===== src/rtl/pipe_hazard_ctrl_pkg.sv =====
// pipe_hazard_ctrl_pkg: shared FSM states, forward selects and register-zero constant
package pipe_hazard_ctrl_pkg;
    typedef enum logic [1:0] {
        ST_IDLE    = 2'd0,
        ST_MC_RUN  = 2'd1,
        ST_MC_DONE = 2'd2
    } state_t;
    localparam logic [1:0] FWD_RF = 2'd0;
    localparam logic [1:0] FWD_S3 = 2'd1;
    localparam int REG_ZERO = 0;
endpackage


===== src/rtl/pipe_hazard_ctrl_src_match.sv =====
// src_match: compares one source operand against the S2 and S3 destination ports
module src_match
    import pipe_hazard_ctrl_pkg::*;
#(
    parameter int REG_AW = 5
) (
    input  logic [REG_AW-1:0] addr,
    input  logic              en,
    input  logic [REG_AW-1:0] s2_wsel,
    input  logic              s2_we,
    input  logic [REG_AW-1:0] s3_wsel,
    input  logic              s3_we,
    output logic              m2,
    output logic              m3
);
    logic live;
    // register zero is hardwired, so it never carries a dependency
    assign live = en && (addr != REG_AW'(REG_ZERO));
    assign m2 = live && s2_we && (addr == s2_wsel);
    assign m3 = live && s3_we && (addr == s3_wsel);
endmodule


===== src/rtl/pipe_hazard_ctrl.sv =====
// pipe_hazard_ctrl: RAW hazard detection, S3 forwarding, multi-cycle ALU sequencing
// and a saturating stall counter for the three-stage pipeline.
module pipe_hazard_ctrl
    import pipe_hazard_ctrl_pkg::*;
#(
    parameter int REG_AW   = 5,
    parameter int MC_CNT_W = 4,
    parameter bit FWD_EN   = 1'b1,
    parameter int STAT_W   = 16
) (
    input  logic                clk,
    input  logic                rst,
    input  logic                id_valid,
    input  logic [REG_AW-1:0]   id_rs1,
    input  logic [REG_AW-1:0]   id_rs2,
    input  logic                id_rs1_en,
    input  logic                id_rs2_en,
    input  logic                id_mc,
    input  logic [MC_CNT_W-1:0] id_mc_len,
    input  logic [REG_AW-1:0]   s2_wsel,
    input  logic                s2_we,
    input  logic [REG_AW-1:0]   s3_wsel,
    input  logic                s3_we,
    input  logic                flush,
    output logic                stall_s1,
    output logic                hold_s2,
    output logic                bubble_s2,
    output logic                alu_start,
    output logic [1:0]          fwd_a,
    output logic [1:0]          fwd_b,
    output logic [STAT_W-1:0]   stall_cnt
);
    state_t              state;
    logic [MC_CNT_W-1:0] cnt;
    logic                flush_pend;
    logic                m2_a, m3_a, m2_b, m3_b;
    logic                hz_s2, hz_s3, raw, run, eff_flush, issue_mc;

    src_match #(.REG_AW(REG_AW)) u_rs1 (
        .addr(id_rs1), .en(id_rs1_en),
        .s2_wsel(s2_wsel), .s2_we(s2_we), .s3_wsel(s3_wsel), .s3_we(s3_we),
        .m2(m2_a), .m3(m3_a)
    );
    src_match #(.REG_AW(REG_AW)) u_rs2 (
        .addr(id_rs2), .en(id_rs2_en),
        .s2_wsel(s2_wsel), .s2_we(s2_we), .s3_wsel(s3_wsel), .s3_we(s3_we),
        .m2(m2_b), .m3(m3_b)
    );

    assign hz_s2     = m2_a || m2_b;
    assign hz_s3     = (m3_a || m3_b) && !FWD_EN;
    assign raw       = id_valid && (hz_s2 || hz_s3);
    assign run       = (state == ST_MC_RUN);
    // a flush seen while the multi-cycle op held S2 is replayed in MC_DONE
    assign eff_flush = flush || ((state == ST_MC_DONE) && flush_pend);
    assign issue_mc  = (state == ST_IDLE) && id_valid && id_mc
                       && (id_mc_len >= MC_CNT_W'(2)) && !raw && !flush;

    always_comb begin
        stall_s1  = rst && (run || (!eff_flush && raw));
        hold_s2   = rst && run;
        bubble_s2 = !rst || (!run && (eff_flush || raw));
        alu_start = rst && issue_mc;
        fwd_a     = (rst && FWD_EN && m3_a) ? FWD_S3 : FWD_RF;
        fwd_b     = (rst && FWD_EN && m3_b) ? FWD_S3 : FWD_RF;
    end

    always_ff @(posedge clk or negedge rst) begin
        if (!rst) begin
            state      <= ST_IDLE;
            cnt        <= '0;
            flush_pend <= 1'b0;
        end else if (state == ST_IDLE) begin
            state <= issue_mc ? ST_MC_RUN : ST_IDLE;
            cnt   <= issue_mc ? id_mc_len - MC_CNT_W'(2) : cnt;
        end else if (run) begin
            flush_pend <= flush_pend || flush;
            state      <= (cnt == '0) ? ST_MC_DONE : ST_MC_RUN;
            cnt        <= (cnt == '0) ? cnt : cnt - 1'b1;
        end else begin
            state      <= ST_IDLE;
            flush_pend <= 1'b0;
        end
    end

    always_ff @(posedge clk or negedge rst) begin
        if (!rst)
            stall_cnt <= '0;
        else if (stall_s1 && (stall_cnt != '1))
            stall_cnt <= stall_cnt + 1'b1;
    end
endmodule


===== config.mk =====
export PLATFORM = sky130hd
export DESIGN_NAME = pipe_hazard_ctrl
export DESIGN_NICKNAME = d
export VERILOG_FILES = /design/src/rtl/pipe_hazard_ctrl_pkg.sv /design/src/rtl/pipe_hazard_ctrl_src_match.sv /design/src/rtl/pipe_hazard_ctrl.sv
export SDC_FILE = /design/constraint.sdc
export NUM_CORES = 1
export LEC_CHECK = 0
export CORE_UTILIZATION = 35
export DETAILED_ROUTE_END_ITERATION = 10
export PLACE_DENSITY_LB_ADDON = 0.3
export RECOVER_POWER = 50
export SYNTH_ARGS = -nofsm -noshare
export SYNTH_HDL_FRONTEND = slang
export SYNTH_SLANG_ARGS = --single-unit

===== constraint.sdc =====
create_clock -name clk -period 4.2 [get_ports clk]
set_clock_uncertainty 0.1 [all_clocks]
set_input_delay 1.26 -clock clk [delete_from_list [all_inputs] [get_ports clk]]
set_output_delay 1.26 -clock clk [all_outputs]
set_load 0.02 [all_outputs]

## Word-level counts from Yosys, hierarchy flattened

Cells that the tools add are included.

| word-level totals | value |
|---|---|
| register bits after elaboration | 23 |
| input port bits | 33 |
| output and inout port bits | 24 |
| logic and storage cells | 70 |

| cells by class | value |
|---|---|
| $add $sub $neg | 3 |
| $lt $le $gt $ge | 1 |
| equality and inequality tests | 9 |
| muxes and demuxes | 11 |
| reductions and logical operators | 42 |

Operator list:

| kind | number |
|---|---|
| logical AND 1 bit | 25 |
| == test 5 bit | 4 |
| adder 16 x 1 -> 16 bit, second input constant | 1 |
| two-way mux 4 bit | 4 |
| inequality test 16 bit, second input constant | 1 |
| nonzero test 5 bit | 2 |
| logical OR 1 bit | 6 |
| two-way mux 2 bit | 3 |
| logical NOT 1 bit | 5 |
| >= comparator 4 x 2 -> 1 bit, second input constant | 1 |
| logical NOT 4 bit | 1 |
| two-way mux 1 bit | 4 |
| inequality test 2 bit, second input constant | 2 |
| subtractor 4 x 1 -> 4 bit, second input constant | 1 |
| subtractor 4 x 2 -> 4 bit, second input constant | 1 |
| AND reduction 3 bit | 1 |
| == test 2 x 1 -> 1 bit, second input constant | 1 |
| == test 2 bit, second input constant | 1 |
| logical NOT 2 bit | 1 |
| nonzero test 2 bit | 1 |

## Longest topological paths before layout

Gate-level depths: netlist (run 1).

| logic depth | value |
|---|---|
| word-level depth | 11 |
| mapped depth | 8 |
| gate-level depth less buffers | 7 |

## Hierarchy

Synthesis (run 1) repeated with hierarchy kept, for this count alone.

| second synthesis, totals | value |
|---|---|
| cell total of the unflattened synthesis | 168 |
| area total of the unflattened synthesis | 1614.0 um^2 |

Modules (own cells, without submodules):

| module | times used | cells each | area each (um^2) |
|---|---|---|---|
| pipe_hazard_ctrl | 1 | 132 | 1346.3 |
| src_match | 2 | 18 | 133.9 |

## Worst setup path before layout (run 1)

Ideal clock, no wire load.

| timing | value |
|---|---|
| path kind | input port to output port |
| start point | input id_rs1[0] |
| end point | output alu_start |
| data arrival time | 2756 ps |
| required time | 2840 ps |
| setup slack | 84 ps |
| stages on the path | 4 |
| cell sequence | or4_4 > o21ai_4 > nor3_4 > nor4_1 |

| on the way | value |
|---|---|
| longest elaborated chain between the ends | 10 |
| elaborated cells on any way between the ends | 11 |
| classes of those cells | eq/ne (1); reduce/logical (10) |

RTL lines:

| item | line | RTL |
|---|---|---|
| start: declaration | pipe_hazard_ctrl.sv:14 | `input logic [REG_AW-1:0] id_rs1,` |
| nonzero test 5 bit | pipe_hazard_ctrl_src_match.sv:18 | `assign live = en && (addr != REG_AW'(REG_ZERO));` |
| logical AND 1 bit | pipe_hazard_ctrl_src_match.sv:18 |  |
| logical AND 1 bit | pipe_hazard_ctrl_src_match.sv:19 | `assign m2 = live && s2_we && (addr == s2_wsel);` |
| logical AND 1 bit (*) | pipe_hazard_ctrl_src_match.sv:19 |  |
| logical OR 1 bit (*) | pipe_hazard_ctrl.sv:50 | `assign hz_s2 = m2_a \|\| m2_b;` |
| logical AND 1 bit (*) | pipe_hazard_ctrl.sv:52 | `assign raw = id_valid && (hz_s2 \|\| hz_s3);` |
| logical NOT 1 bit (*) | pipe_hazard_ctrl.sv:57 | `&& (id_mc_len >= MC_CNT_W'(2)) && !raw && !flush;` |
| logical AND 1 bit (*) (2 in series) | pipe_hazard_ctrl.sv:57 |  |
| logical AND 1 bit (*) | pipe_hazard_ctrl.sv:63 | `alu_start = rst && issue_mc;` |
| end: declaration | pipe_hazard_ctrl.sv:28 | `output logic alu_start,` |

Mark *: on every way between the ends. The rest lies on a longest branch, timed or not.

## Worst setup path after layout (run 1)

Same ends and word-level chain as after synthesis.

==> results of run 1 <==
-- power groups by stage --
stage                     logic, uW  clock network [uW]  registers [uW]
final                           430                 140             332
after global routing            472                 156             341
after CTS                       436                 142             333
after detailed placement        440                   0             336
after global placement          434                   0             336
after floorplan                 242                   0             357
-- worst max-delay path, cell delays in order --
cell	delay [ns]
dlygate4sd2_1	0.25
or4_4	0.55
o21ai_4	0.16
nor3_4	0.08
nor4_1	0.25
buf_2	0.21
-- cell type report --
cell class / instances / area share (%)
Clock buffer: 4 / 1.81
Inverter: 10 / 1.51
Multi-Input combinational cell: 131 / 42.7
Sequential cell: 23 / 23.2
Tap cell: 52 / 2.62
Timing Repair Buffer: 77 / 28.1
-- final timing paths --
| kind | from | to | slack (ns) | cells after the start |
|---|---|---|---|---|
| worst max-delay path | id_rs1[0] | alu_start | 0.08 | 6 |
| worst max register to register | stall_cnt[0] | stall_cnt[1] | 1.59 | 8 |
| worst min register to register | stall_cnt[6] | stall_cnt[6] | 0.40 | 1 |
| min in group asynchronous | rst | flush_pend | 1.84 | 3 |
| worst min-delay path | stall_cnt[6] | stall_cnt[6] | 0.40 | 1 |
| max in group asynchronous | rst | stall_cnt[8] | 1.44 | 3 |
-- sequential cells by signal, indices dropped and copies added (netlist names) --
| name | count |
|---|---|
| stall_cnt | 16 |
| flush_pend | 1 |
| state | 2 |
| cnt | 4 |
-- synthesized netlist by cell type, drive strengths merged, types with 2 or more instances --
| cell type | instances |
|---|---|
| a22oi | 2 |
| nand2 | 18 |
| nor3 | 5 |
| xnor2 | 18 |
| dfrtp | 23 |
| nor2 | 7 |
| a21oi | 6 |
| buf | 4 |
| nand3 | 5 |
| a2111oi | 4 |
| xor2 | 17 |
| clkbuf | 2 |
| inv | 10 |
| o21ai | 10 |
| a211oi | 8 |
| nor4 | 4 |
| o211ai | 2 |
| ha | 4 |
| nand4 | 7 |
| or4 | 2 |
| mux2 | 2 |
-- layer usage --
metal / share of wire (%) / wire [microns]
met4: 1.5 / 57
met2: 49 / 1920
met1: 45 / 1740
met5: 0 / 0
met3: 4.6 / 179
-- per-stage QoR --
stage               utilization [%]  total power [uW]  setup WS [ns]  setup TNS [ns]
floorplan                         -               599         0.0838               0
global placement               54.0               770         -0.576           -2.20
detailed placement             54.0               776         -0.603           -2.21
CTS                            54.9               912         0.0402               0
global route                   55.5               968        0.00518               0
finish                         55.5               903         0.0791               0
-- placed cells by master (no fill, tap or decap), drive strengths merged, types with 5 or more instances in the layout --
master         count
buf               25
o21ai             10
inv               10
clkbuf             5
nand3              5
clkdlybuf4s50     25
dlymetal6s2s       6
a211oi             8
dlygate4sd3       10
a21oi              6
dlygate4sd2        9
nand2             18
nand4              7
nor2               7
xor2              17
xnor2             18
dfrtp             23
nor3               5
-- timing repair --
action	CTS	global route
setup endpoints to repair	5	4
buffers inserted	0	0
pin swaps	8	12
gates resized for setup	29	10
-- kinds of logic (layout without fill, tap and decap cells) --
kind of cell | count (synthesis) | in the layout | share of synthesized area (%)
compound gates | 35 | 35 | 21.0
xor+xnor | 35 | 35 | 18.2
fa+ha+maj | 4 | 4 | 2.98
buf+inv | 16 | 91 | 4.91
flops | 23 | 23 | 34.3
mux | 2 | 2 | 1.56
other cells | 1 | 2 | 0.223
simple gates | 53 | 53 | 16.8
==> summary.txt, run 1 <==
status = finished with violations
failing checks = design-rule violations
Fill cells = 405
via count = 1471
Crit path arrival time = 2.76 ns
Clk pin slew, worst setup/hold paths = 0.08 ns
met2 Use GR = 27.5%
Yosys cell types = 41
worst skew pair latency = 0.27 ns
Seq cells post-synth = 23
Reg area = 576 sq um
Critical Path RT = 2.84 ns
met1 GRT Util = 21.3%
ratio of cells with drive above 1 in the final layout = 22.0%
sw power = 361 uW
Synth area leaders = dfrtp_1 (34%), xnor2_1 (9.4%), xor2_1 (8.9%)
synthesized area = 0.00168 sq mm
I/O Buffers = 54
met3 Use GR = 3.23%
multi-input logic area = 0.00106 sq mm
gr ovfl total = 0
Max Buffers Root-to-Sink = 2
Synth warnings = 0
post-synth top area share = 34.3%
internal cell power = 542 uW
# placed instances = 293
Hold Violations, Final = 0
Max Slew Vio Count = 0
f_max = 243 MHz
cell count after synthesis = 169
Die Wd = 71.3 microns
CTS H-tree depth = 1
Final min period = 4.12 ns
Leak = 0.00114 uW
Nets = 283
DRT iter0 DRCs = 88
asr flop ratio synth = 100%
RePlAce Congestion = 0.864
Avg Synthesized Cell Area = 9.94 sq um
clk sinks = 23
Peak supply drop = 0.153 mV
initial antenna violation count = 0
first-pass GRT wire length = 6550 microns
max cap viols = 0
CTS tree = yes
number of synthesized flops with an enable pin = 0
Antenna Nets Post-Route = 0
DP HPWL = 3070 microns
area leader, netlist = dfrtp_1
Post-synth top flop = dfrtp_1
Worst-Margin Slew = 1.22 ns
vias in the first global route = 1443
Gate power share = 47.6%
RSZ-0062 raised after global routing = false
DRC Markers = 1
largest net degree at the start of global routing = 24
critical path class = input pin to primary output
floorplan row count = 24
pwr dens = 363 mW/mm^2
Final Cell Area = 0.00248 sq mm
Final setup viols = 0
final hold slack = 0.397 ns
Placed Instance Area = 0.00242 sq mm
I/O pins = 57
Clk network pwr share = 15.5%
worst min path class = flip-flop to flip-flop
ant diodes = 0
total CTS buffers = 3
die area = 0.00508 sq mm
grt peak-use layer = met2
routed vias/inst = 4.95
Sw Share = 39.9%
crit end category = primary output
sequential area share after synthesis = 34.3%
Rel. slew slack = 18.8%
Critical Path Fanout Max = 4
CORE AREA = 0.00447 sq mm
Tcrit/Tclk final = 98.1%
share of power burned in registers = 36.8%
CTS Hold Bufs = 0
crit path launch type = input pin
DR WL/cell = 13.1 microns
Total Wirelength = 3900 microns
Root Buffer Master = clkbuf_8
DR pass1 iterations = 7
Initial Util = 37.6%
Die Span Y = 71.3 microns
GRT Overall Usage = 16.5%
Non-Filler Instances = 297
area grow syn2layout = 47.9%
No activity file was read; power rests on OpenSTA's default activity.
==> run 2, diff against run 1 <==
CELL_PAD_IN_SITES_DETAIL_PLACEMENT = 0   (was default)
CELL_PAD_IN_SITES_GLOBAL_PLACEMENT = 1   (was default)
CORE_UTILIZATION = 34   (was 35)
==> summary.txt, run 2 (same netlist as run 1, synthesis figures left out) <==
Rel. slew slack = 51.8% (+33 points)
RSZ-0062 raised after global routing = false
Root Buffer Master = clkbuf_8
most frequent cells in the layout = buf_4 (28), clkdlybuf4s50_1 (26), dfrtp_1 (23)
Max Buffers Root-to-Sink = 2 (unchanged)
ant diodes = 0 (unchanged)
Die Span Y = 72.3 microns (+1.4%)
CTS H-tree depth = 1 (unchanged)
ratio of cells with drive above 1 in the final layout = 24.0% (+2.0 points)
critical path class = input pin to primary output
clk sinks = 23 (unchanged)
RR Endpoint = stall_cnt[1]
Final Cell Area = 0.00252 sq mm (+1.5%)
Critical Path RT = 2.84 ns (about the same)
max FFs per register = 16 (unchanged)
GRT Overall Usage = 16.2% (-0.27 points)
Critical Path Fanout Max = 4 (unchanged)
DRT iter0 DRCs = 86 (-2.3%)
Largest Register = stall_cnt
Final setup viols = 0 (unchanged)
first-pass GRT wire length = 6710 microns (+2.4%)
initial antenna violation count = 0 (unchanged)
cells on worst reg2reg path = 8 (unchanged)
gr ovfl total = 0 (unchanged)
crit path launch type = input pin
Final min period = 4.12 ns (-0.00444 ns)
crit end category = primary output
Total Wirelength = 4020 microns (+3.1%)
Max Slew Vio Count = 0 (unchanged)
worst min path class = flip-flop to flip-flop
Crit. Startpoint = id_rs2[3]
routed vias/inst = 4.82 (-2.6%)
total CTS buffers = 3 (unchanged)
CORE AREA = 0.00475 sq mm (+6.3%)
DP HPWL = 3230 microns (+5.5%)
RePlAce Congestion = 0.764 (-12%)
I/O pins = 57 (unchanged)
worst skew pair latency = 0.26 ns (about the same)
pwr dens = 359 mW/mm^2 (-1.1%)
DR WL/cell = 12.7 microns (-3.4%)
f_max = 243 MHz (+0.11%)
Placed Instance Area = 0.00246 sq mm (+1.7%)
max cap viols = 0 (unchanged)
status = finished clean
Crit path arrival time = 2.76 ns (about the same)
floorplan row count = 25 (+4.2%)
Initial Util = 35.3% (-2.2 points)
final hold slack = 0.391 ns (-0.00530 ns)
worst r2r src = stall_cnt[0]
leading registers by flop count = stall_cnt x16, cnt x4, state x2
Leak = 0.00113 uW (-0.28%)
Antenna Nets Post-Route = 0 (unchanged)
DR pass1 iterations = 4 (-3)
commonest non-fill, non-tap cell in the layout = buf_4
CTS tree = yes
hold path depth = 1 (unchanged)
Worst Setup EP = stall_s1
Pwr Total = 907 uW (+0.44%)
Peak supply drop = 0.128 mV (-16%)
DRC Markers = 0 (-1)
via count = 1529 (+3.9%)
vias in the first global route = 1537 (+6.5%)
area grow syn2layout = 50.1%
Hold Violations, Final = 0 (unchanged)
FF-to-FF setup slack = 1.59 ns (about the same)
Die Wd = 72.3 microns (+1.4%)
Clk pin slew, worst setup/hold paths = 0.08 ns (about the same)
CTS Hold Bufs = 0 (unchanged)
Tcrit/Tclk final = 98.0% (-0.11 points)
largest net degree at the start of global routing = 16 (-33%)
Nets = 288 (+1.8%)
Worst-Margin Slew = 0.723 ns (-0.495 ns)
die area = 0.00523 sq mm (+2.9%)
I/O Buffers = 54 (unchanged)
-- run 2: worst min path at each step --
stage	from	endpoint	slack, ns
4_1_cts	stall_cnt[15]	stall_cnt[15]	0.40
6_report	stall_cnt[15]	stall_cnt[15]	0.39
2_1_floorplan	flush_pend	flush_pend	0.36
3_5_place_dp	stall_cnt[15]	stall_cnt[15]	0.39
5_1_grt	stall_cnt[15]	stall_cnt[15]	0.41
3_3_place_gp	stall_cnt[15]	stall_cnt[15]	0.38
-- run 2: routing by layer --
layer	up-vias	track usage, %	share of wire (%)
met2	49	28.6	50
met3	6	3.19	5.9
li1	759	-	-
met4	0	4.79	1.1
met5	-	0	0
met1	715	20.0	43
-- run 2: repair_timing --
action                     in CTS  in global routing
pin swaps                       7                  7
gates resized for setup        31                 11
buffers inserted                2                  0
setup endpoints to repair       5                  4
-- run 2: area by class of cell --
type,instances,area [sq um]
Clock buffer,4,45.0
Sequential cell,23,576
Tap cell,67,83.8
Multi-Input combinational cell,131,1050
Inverter,10,37.5
Fill cell,467,2230
Timing Repair Buffer,82,728
-- run 2: report_power, final --
group	leakage, uW	total [uW]	switching, uW	internal, uW
combinational	0.000815	438	236	202
sequential	0.000296	333	56.0	277
clock	0.0000228	136	68.7	67.6
total	0.00113	907	360	546
-- run 2: worst max-delay path: stages --
cell	delay, ns
dlygate4sd2_1	0.25
or4_1	0.53
o21ai_2	0.20
nor3_4	0.09
o211ai_4	0.18
nand2_2	0.09
buf_4	0.16
-- run 2: stage by stage --
step | setup slack (ns) | instances | TNS [ns] | utilization (%)
global route | 0.0158 | 317 | 0 | 53.1
CTS | 0.0156 | 317 | 0 | 52.7
finish | 0.0835 | 317 | 0 | 53.1
floorplan | 0.0838 | 170 | 0 | -
detailed placement | -0.596 | 311 | -2.42 | 51.7
global placement | -0.560 | 311 | -2.44 | 51.7
==> run 3, diff against run 2 <==
CORE_MARGIN = 4   (was default)
CORE_UTILIZATION = 33   (was 34)
GPL_ROUTABILITY_DRIVEN = 0   (was default)
SYNTH_HIERARCHICAL = 1   (was default)
==> summary.txt, run 3 <==
crit end category = primary output
worst skew pair latency = 0.26 ns (about the same)
DRC Markers = 0 (unchanged)
ratio of cells with drive above 1 in the final layout = 27.4% (+3.4 points)
max FFs per register = 16 (unchanged)
max cap viols = 0 (unchanged)
routed vias/inst = 4.78 (-0.82%)
Yosys cell types = 41 (unchanged)
area grow syn2layout = 58.4%
Fill cells = 438 (-6.2%)
Avg Synthesized Cell Area = 9.61 sq um (-3.4%)
Post-Place Setup Slack = -0.969 ns (-0.373 ns)
ant diodes = 0 (unchanged)
multi-input logic area = 0.00107 sq mm (+1.9%)
met2 Use GR = 25.6% (-3.0 points)
Max Buffers Root-to-Sink = 2 (unchanged)
Worst-Margin Slew = 0.967 ns (+0.244 ns)
met3 Use GR = 3.71% (+0.52 points)
initial antenna violation count = 0 (unchanged)
cell count after synthesis = 168 (-0.59%)
f_max = 230 MHz (-5.5%)
Clk pin slew, worst setup/hold paths = 0.08 ns (about the same)
number of synthesized flops with an enable pin = 0 (unchanged)
DP HPWL = 3350 microns (+3.7%)
Die Span Y = 77.9 microns (+7.8%)
RSZ-0062 raised after global routing = true
Hold Violations, Final = 0 (unchanged)
floorplan row count = 25 (unchanged)
CORE AREA = 0.00472 sq mm (-0.66%)
I/O pins = 57 (unchanged)
total CTS buffers = 3 (unchanged)
Reg area = 576 sq um (unchanged)
most frequent cells in the layout = clkdlybuf4s50_1 (33), xnor2_1 (30), buf_4 (29)
sequential area share after synthesis = 35.7% (+1.4 points)
met1 GRT Util = 18.4% (-1.6 points)
Worst Setup EP = bubble_s2
CTS tree = yes
Crit path arrival time = 3.00 ns (+0.24 ns)
CTS Hold Bufs = 0 (unchanged)
cells on worst reg2reg path = 5 (-3)
Nets = 290 (+0.69%)
Critical Path RT = 2.84 ns (about the same)
first-pass GRT wire length = 7220 microns (+7.7%)
DR WL/cell = 14.0 microns (+11%)
failing checks = negative setup slack
Max Slew Vio Count = 0 (unchanged)
Largest Register = stall_cnt
clk sinks = 23 (unchanged)
Die Wd = 77.9 microns (+7.8%)
worst r2r src = state[0]
final hold slack = 0.398 ns (+0.00667 ns)
Post-synth top flop = dfrtp_1
largest net degree at the start of global routing = 19 (+3)
Tcrit/Tclk final = 104% (+5.7 points)
CTS H-tree depth = 1 (unchanged)
Peak supply drop = 0.231 mV (+80%)
worst min path class = flip-flop to flip-flop
Synth area leaders = dfrtp_1 (36%), xnor2_1 (17%), nand4_1 (4.3%)
I/O Buffers = 54 (unchanged)
Antenna Nets Post-Route = 0 (unchanged)
RR Endpoint = stall_cnt[1]
status = finished with violations
Final min period = 4.36 ns (+0.239 ns)
Initial Util = 34.2% (-1.2 points)
Crit. Startpoint = id_rs1[4]
area leader, netlist = dfrtp_1
Seq cells post-synth = 23 (unchanged)
worst path setup slack after routing = -0.156 ns (-0.239 ns)
Rel. slew slack = 35.6% (-16 points)
gr ovfl total = 0 (unchanged)
critical path class = input pin to primary output
Synth top cells by count = xnor2_1 (32), dfrtp_1 (23), nand2_1 (17)
DRT iter0 DRCs = 62 (-28%)
Final setup viols = 3 (+3)
grt peak-use layer = met2
die area = 0.00607 sq mm (+16%)
top-count cell post-synth = xnor2_1
Leak = 0.00108 uW (-4.9%)
post-synth top area share = 35.7% (+1.4 points)
GRT Overall Usage = 14.6% (-1.7 points)
commonest non-fill, non-tap cell in the layout = clkdlybuf4s50_1
FF-to-FF setup slack = 2.14 ns (+0.55 ns)
Critical Path Fanout Max = 3 (-1)
DR pass1 iterations = 4 (unchanged)
via count = 1526 (-0.20%)
leading registers by flop count = stall_cnt x16, cnt x4, state x2
asr flop ratio synth = 100% (unchanged)
pwr dens = 372 mW/mm^2 (+3.4%)
Total Wirelength = 4470 microns (+11%)
Root Buffer Master = clkbuf_8
Synth warnings = 6 (+6)
synthesized area = 0.00161 sq mm (-3.9%)
vias in the first global route = 1550 (+0.85%)
crit path launch type = input pin
-- run 3: worst min-delay path by stage --
| stage | from | end | slack (ns) | cells after the start |
|---|---|---|---|---|
| 3_5_place_dp | flush_pend | flush_pend | 0.39 | 2 |
| 2_1_floorplan | flush_pend | flush_pend | 0.35 | 2 |
| 5_1_grt | stall_cnt[9] | stall_cnt[9] | 0.43 | 1 |
| 6_report | stall_cnt[9] | stall_cnt[9] | 0.40 | 1 |
| 3_3_place_gp | flush_pend | flush_pend | 0.37 | 2 |
| 4_1_cts | stall_cnt[9] | stall_cnt[9] | 0.41 | 1 |
-- run 3: what timing repair did --
item | in CTS | in global routing
resized for setup | 74 | 11
endpoints found under the hold margin | 0 | 0
setup endpoints to repair | 5 | 4
setup buffers | 3 | 4
pin swaps | 15 | 14
-- run 3: metal layers --
| metal | vias to the layer above | share of wire (%) |
|---|---|---|
| met2 | 33 | 51 |
| li1 | 761 | - |
| met3 | 6 | 3.7 |
| met1 | 726 | 44 |
| met4 | 0 | 1.1 |
| met5 | - | 0 |
-- run 3: cells by family after synthesis --
group                      synth area share, %
AOI/OAI and AO/OA                         11.0
xor gates and xnor gates                  18.4
adders and majority gates                 3.10
buffers and inverters                     4.50
DFF                                       35.7
muxes                                     1.55
other                                    0.232
and+or+nand+nor                           25.5
-- run 3: worst max-delay path, stage by stage --
cell      delay (ns)
buf_8           0.10
or4_4           0.54
o21ai_4         0.16
nor3_2          0.07
o21a_1          0.22
buf_6           0.15
nor2_4          0.09
and2_4          0.15
o221ai_2        0.08
buf_4           0.17
-- run 3: report_power, final --
part           internal (uW)  switching (uW)  leakage (uW)  total (uW)
Clock                   66.2            71.6     0.0000255         138
Sequential               277            71.2      0.000290         348
Combinational            232             232      0.000763         464
Total                    576             374       0.00108         950
-- run 3: layout make-up --
cell class,count,share of cell area [%]
Clock buffer,3,1.62
Clock inverter,1,0.196
Tap cell,67,3.28
Multi-Input combinational cell,132,41.9
Timing Repair Buffer,84,29.1
Sequential cell,23,22.5
Inverter,9,1.32
-- run 3: per-stage QoR --
step	setup TNS, ns	total power (uW)	instances	utilization (%)	cell area (sq um)
final	-0.327	950	319	54.1	2560
after global routing	-0.604	1030	319	54.1	2560
after CTS	-0.279	946	315	52.6	2480
after detailed placement	-3.49	784	308	50.4	2380
after global placement	-3.40	780	308	50.4	2380
after floorplan	0	610	169	-	1620
